**config.mk**
```make
export PLATFORM = sky130hd
export DESIGN_NAME = fetch_unit
export DESIGN_NICKNAME = d
export VERILOG_FILES = /design/src/rtl/fetch_unit.sv
export SDC_FILE = /design/constraint.sdc
export NUM_CORES = 1
export LEC_CHECK = 0
export BUFFER_PORTS_ARGS = -buffer_cell sky130_fd_sc_hd__clkbuf_2
export CORE_MARGIN = 2
export CORE_UTILIZATION = 40
export CTS_CLUSTER_SIZE = 8
export DETAILED_ROUTE_END_ITERATION = 10
export GPL_TIMING_DRIVEN = 0
export PLACE_DENSITY = 0.62
export SETUP_SLACK_MARGIN = 0.05
export SLEW_MARGIN = 20
export SYNTH_ARGS = -nofsm -noshare
export SYNTH_HDL_FRONTEND = slang
export SYNTH_SLANG_ARGS = --single-unit
```
**constraint.sdc**
```tcl
create_clock -name i_clk -period 3.5 [get_ports i_clk]
set_input_delay 1.05 -clock i_clk [delete_from_list [all_inputs] [get_ports i_clk]]
set_output_delay 1.05 -clock i_clk [all_outputs]
set_load 0.05 [all_outputs]
```
**src/rtl/fetch_unit.sv**
```systemverilog
// Instruction fetch unit: issues word-aligned fetch requests, buffers the
// in-order responses in a small circular queue and presents them to the
// decoder. A redirect flushes the queue and marks every in-flight response
// as stale so that it is silently dropped when it arrives.
module fetch_unit #(
    parameter logic [31:0] RESET_PC = 32'h0000_0000,
    parameter int          DEPTH    = 4
) (
    input  logic        i_clk,
    input  logic        i_rst_n,
    // instruction memory request channel
    output logic        o_imem_req_valid,
    output logic [31:0] o_imem_req_addr,
    input  logic        i_imem_req_ready,
    // instruction memory response channel (in request order)
    input  logic        i_imem_rsp_valid,
    input  logic [31:0] i_imem_rsp_data,
    // branch/jump resolution
    input  logic        i_redirect_valid,
    input  logic [31:0] i_redirect_pc,
    // decoder side
    output logic        o_valid,
    output logic [31:0] o_instr,
    output logic [31:0] o_pc,
    input  logic        i_ready
);

    localparam int PTR_W = (DEPTH > 1) ? $clog2(DEPTH) : 1;
    localparam int CNT_W = PTR_W + 1;
    localparam logic [CNT_W:0] DEPTH_OCC = (CNT_W + 1)'(DEPTH);

    // architectural state
    logic [31:0]      r_fetch_pc;
    logic [PTR_W-1:0] r_head;
    logic [PTR_W-1:0] r_fill;
    logic [PTR_W-1:0] r_tail;
    logic [CNT_W-1:0] r_alloc_cnt;
    logic [CNT_W-1:0] r_fill_cnt;
    logic [CNT_W-1:0] r_drop_cnt;

    // queue storage, left unreset so it maps onto plain distributed RAM
    logic [31:0] r_pc_mem    [DEPTH];
    logic [31:0] r_instr_mem [DEPTH];

    // derived control
    logic [CNT_W:0]   w_occupancy;
    logic [CNT_W-1:0] w_outstanding;
    logic             w_req_valid;
    logic             w_req_fire;
    logic             w_rsp_drop;
    logic             w_rsp_fill;
    logic             w_rsp_accept;
    logic             w_out_valid;
    logic             w_deq;
    logic [CNT_W-1:0] w_redirect_drop;

    // Slots in use = queued entries plus stale responses still owed by memory.
    assign w_occupancy   = {1'b0, r_alloc_cnt} + {1'b0, r_drop_cnt};
    assign w_outstanding = r_alloc_cnt - r_fill_cnt;

    // Request is masked by reset directly so it is low while i_rst_n is low,
    // independent of the clock.
    assign w_req_valid = i_rst_n && !i_redirect_valid && (w_occupancy < DEPTH_OCC);
    assign w_req_fire  = w_req_valid && i_imem_req_ready;

    // Stale responses are consumed before any live one can be filled.
    assign w_rsp_drop   = i_imem_rsp_valid && (r_drop_cnt != '0);
    assign w_rsp_fill   = i_imem_rsp_valid && (r_drop_cnt == '0) && (r_alloc_cnt > r_fill_cnt);
    assign w_rsp_accept = w_rsp_drop || w_rsp_fill;

    // Only registered fill state feeds o_valid: no rsp -> o_valid path.
    assign w_out_valid = (r_fill_cnt != '0) && !i_redirect_valid;
    assign w_deq       = w_out_valid && i_ready;

    // Everything still owed by memory becomes stale, minus the response
    // that is being consumed in this very cycle.
    assign w_redirect_drop = r_drop_cnt + w_outstanding - CNT_W'(w_rsp_accept);

    assign o_imem_req_valid = w_req_valid;
    assign o_imem_req_addr  = r_fetch_pc;
    assign o_valid          = w_out_valid;
    assign o_pc             = r_pc_mem[r_head];
    assign o_instr          = r_instr_mem[r_head];

    // Fetch PC, pointers and counters; redirect overrides every other event.
    always_ff @(posedge i_clk or negedge i_rst_n) begin
        if (!i_rst_n) begin
            r_fetch_pc  <= RESET_PC;
            r_head      <= '0;
            r_fill      <= '0;
            r_tail      <= '0;
            r_alloc_cnt <= '0;
            r_fill_cnt  <= '0;
            r_drop_cnt  <= '0;
        end else if (i_redirect_valid) begin
            r_fetch_pc  <= i_redirect_pc & 32'hFFFF_FFFC;
            r_head      <= '0;
            r_fill      <= '0;
            r_tail      <= '0;
            r_alloc_cnt <= '0;
            r_fill_cnt  <= '0;
            r_drop_cnt  <= w_redirect_drop;
        end else begin
            if (w_req_fire) begin
                r_fetch_pc <= r_fetch_pc + 32'd4;
                r_tail     <= r_tail + 1'b1;
            end
            if (w_rsp_fill) begin
                r_fill <= r_fill + 1'b1;
            end
            if (w_deq) begin
                r_head <= r_head + 1'b1;
            end
            r_alloc_cnt <= r_alloc_cnt + CNT_W'(w_req_fire) - CNT_W'(w_deq);
            r_fill_cnt  <= r_fill_cnt + CNT_W'(w_rsp_fill) - CNT_W'(w_deq);
            r_drop_cnt  <= r_drop_cnt - CNT_W'(w_rsp_drop);
        end
    end

    // Queue storage: PC written on request issue, instruction on response.
    always_ff @(posedge i_clk) begin
        if (w_req_fire) begin
            r_pc_mem[r_tail] <= r_fetch_pc;
        end
        if (w_rsp_fill && !i_redirect_valid) begin
            r_instr_mem[r_fill] <= i_imem_rsp_data;
        end
    end

endmodule

```
==> results.yml <==
routing:
  ant_nets: 0
  drt_pre_antenna_iters: 4
  first_iter_violations: 450
  vias: 6793
  drc_errors: 0
  wl_per_cell_um: 20.1
  drt-total-wl_um: 26200
  viasPerCell: 5.20
timing:
  fmax_ghz: 0.297
  worst_pin_slew_ns: 0.680
  finalSetupTns_ns: 0
  final-setup-viol-count: 0
  layout_setup_ws_ns: 0.131
  holdWs_ns: 0.537
  slew_headroom_pct: 54.6
  finalCritPeriodShare_pct: 96.2
  period_needed_ns: 3.37
  grt_setup_unrepaired: "true"
  fin_skew_ns: 0.0117
  hold_violations: 0
  slew_violations: 0
yosys:
  syn_area_per_cell_um2: 17.9
  synth_fa_ha_area_share_pct: 3.21
  synth_edf_count: 248
  ys_seq_area_share_pct: 71.9
  synth_compound_area_share_pct: 3.87
  synthArstFlopShare_pct: 15.4
  synth-xor-area-share_pct: 0.735
  synth_flop_cell: "edfxtp_1"
  yosys.area_share.simple_pct: 5.97
  synth_cell_types: 49
  synth_top_family_by_area: "multiplexers"
  yosys_warnings: 0
  syn_inst: 667
  netlist_area_um2: 11900
  synthMuxAreaShare_pct: 12.0
  synth-seq-cells: 293
clocking:
  cts_buffers: 42
  holdBufCountCts: 0
  clkLatencyLatePin_ns: 0.53
  cts.sinks: 293
  cts_tree: "done"
  cts_max_level: 2
  cts_root_buffer: "clkbuf_16"
  clkTransAtPathRegs_ns: 0.05
  clk_path_buf_depth: 3
place:
  gp_congestion: 0.827
  numPortBuffers: 160
  post-place-ws_ns: -0.322
  dp_cells: 1228
  dp_hpwl_um: 17500
die:
  num_rows: 63
  die_h_um: 177
  io_pins: 168
  die_w_um: 177
  start_util_pct: 40.4
  core-area_um2: 29500
  dieArea_um2: 31200
pwr:
  power.total_uw: 11100
  leakage_uw: 0.00533
  p_per_area_nw_per_um2: 758
  ir_drop_mv: 0.610
global_route:
  antenna_found_initial: 1
  grt-ovfl-total: 0
  grt_pass1_wl_um: 40600
  grt_max_degree: 48
  track_usage_pct: 17.1
  first_global_vias: 7038
min_path:
  min_delay_path_depth: 1
  hp-class: "reg -> reg"
critical_path:
  cp.required_ns: 3.94
  worstPathMaxFanout: 2
  r2r_slack_ns: 0.13
  crit_type: "reg -> reg"
  arrival_ns: 3.81
  worst_setup_path_start_kind: "flip-flop"
  crit_path_end_kind: "flip-flop"
  reg2reg_depth: 13
flow_run:
  drv_cap: 0
run_status:
  outcome: "complete, no violations"
cells_and_area:
  fin_cells: 1306
  multi_input_area_um2: 3120
  layout.nets: 979
  final-seq-area_um2: 8580
  drive_above_1_share_pct: 35.4
  fillers: 2514
  synthToLayoutAreaGrowth_pct: 23.3
[metal layers]
metal / vias up / share of wire (%) / track usage (%)
li1: 3088 / - / -
met1: 3413 / 43 / 23.6
met2: 245 / 48 / 27.4
met3: 47 / 6.8 / 3.89
met4: 0 / 2.3 / 5.27
met5: - / 0 / 0
[repair_timing]
item                                    4_1_cts  5_1_grt
buffers inserted                              3        1
resized for setup                            13        7
endpoints found under the setup margin       62       32
endpoints found under the hold margin         0        0
pin swaps                                     1        1
[logic make-up (layout without fill, tap and decap cells)]
logic type / after synthesis / after routing
other cells: 1 / 5
mux: 65 / 65
fa+ha+maj: 27 / 27
simple gates: 141 / 141
flops: 293 / 293
xor+xnor: 10 / 10
buf+inv: 61 / 306
compound gates: 69 / 69
[power by group]
group          switching, µW  internal, µW  total [µW]
combinational           2080          1080        3160
clock                   1440          2270        3700
sequential               251          4020        4280
[critical path: stages (launching register included)]
cell,delay (ns)
dfrtp_2,0.40
ha_1,0.30
nor2b_1,0.13
o21a_1,0.19
o2111ai_4,0.21
nand2b_1,0.10
fa_1,0.45
fa_1,0.49
inv_1,0.04
ha_1,0.18
fa_2,0.34
xnor2_1,0.13
mux2i_1,0.18
xnor2_1,0.15
[synthesized netlist by cell type (4+ instances only)]
master	instances	share of area [%]
edfxtp_1	248	62
mux4_2	62	12
dfrtp_1	45	9.4
nand2_1	37	1.2
nor2_1	26	0.82
nand3_1	24	1.0
o21ai_0	24	1.0
inv_1	23	0.72
ha_1	21	2.2
clkbuf_1	16	0.50
nand4_1	13	0.68
buf_2	12	0.50
and2_1	10	0.52
o211ai_1	10	0.63
a31oi_1	7	0.37
o311ai_0	7	0.51
xnor2_1	7	0.51
a21oi_1	6	0.25
buf_4	6	0.38
fa_1	6	1.0
and3_1	5	0.26
nor2b_1	5	0.26
a32oi_1	4	0.29
nor3_1	4	0.17
nor4_1	4	0.21
[cell usage in the layout (no fill, tap or decap), drive strengths merged, types with 4 or more instances in the layout]
cell type,netlist,layout
inv,24,26
dfrtp,45,45
fa,6,6
o211ai,10,10
o311ai,7,7
nor2,26,26
nor2b,5,5
and3,5,5
nor3,5,5
buf,20,30
a31oi,7,7
conb,1,4
nand2,38,38
nand4,13,13
ha,21,21
nand3,24,24
nor4,5,5
o21ai,24,24
a21oi,6,6
xnor2,7,7
mux4,62,62
and2,10,10
clkbuf,16,247
edfxtp,248,248
a32oi,4,4
[sequential cells by signal, summed over array words and instances (netlist names)]
register         flops
o_imem_req_addr     30
r_alloc_cnt          3
r_drop_cnt           3
r_fill               2
r_fill_cnt           3
r_head               2
r_instr_mem        128
r_pc_mem           120
r_tail               2
[area by class of cell]
class | count | area share [%]
flip-flops and latches | 293 | 58.4
multi-input cells | 316 | 21.2
clock buffers | 73 | 7.94
repair buffers | 172 | 6.81
well taps | 390 | 3.32
plain buffers | 32 | 1.29
inverters | 25 | 0.639
clock inverters | 4 | 0.417
diodes | 1 | 0.0170
[per-stage QoR]
stage | instance area, µm² | util (%)
global placement | 13200 | 44.9
global route | 14700 | 49.8
detailed placement | 13400 | 45.5
floorplan | 11900 | -
finish | 14700 | 49.8
CTS | 14700 | 49.8
[worst paths after layout]
path                                      from                   to
worst max-delay path            r_alloc_cnt[1]        r_drop_cnt[2]
worst min-delay path             r_drop_cnt[2]        r_drop_cnt[2]
worst max register to register  r_alloc_cnt[1]        r_drop_cnt[2]
worst min register to register   r_drop_cnt[2]        r_drop_cnt[2]
max in group asynchronous              i_rst_n       r_alloc_cnt[1]
min in group asynchronous              i_rst_n  o_imem_req_addr[14]
Power figures use the tool's default switching activity.
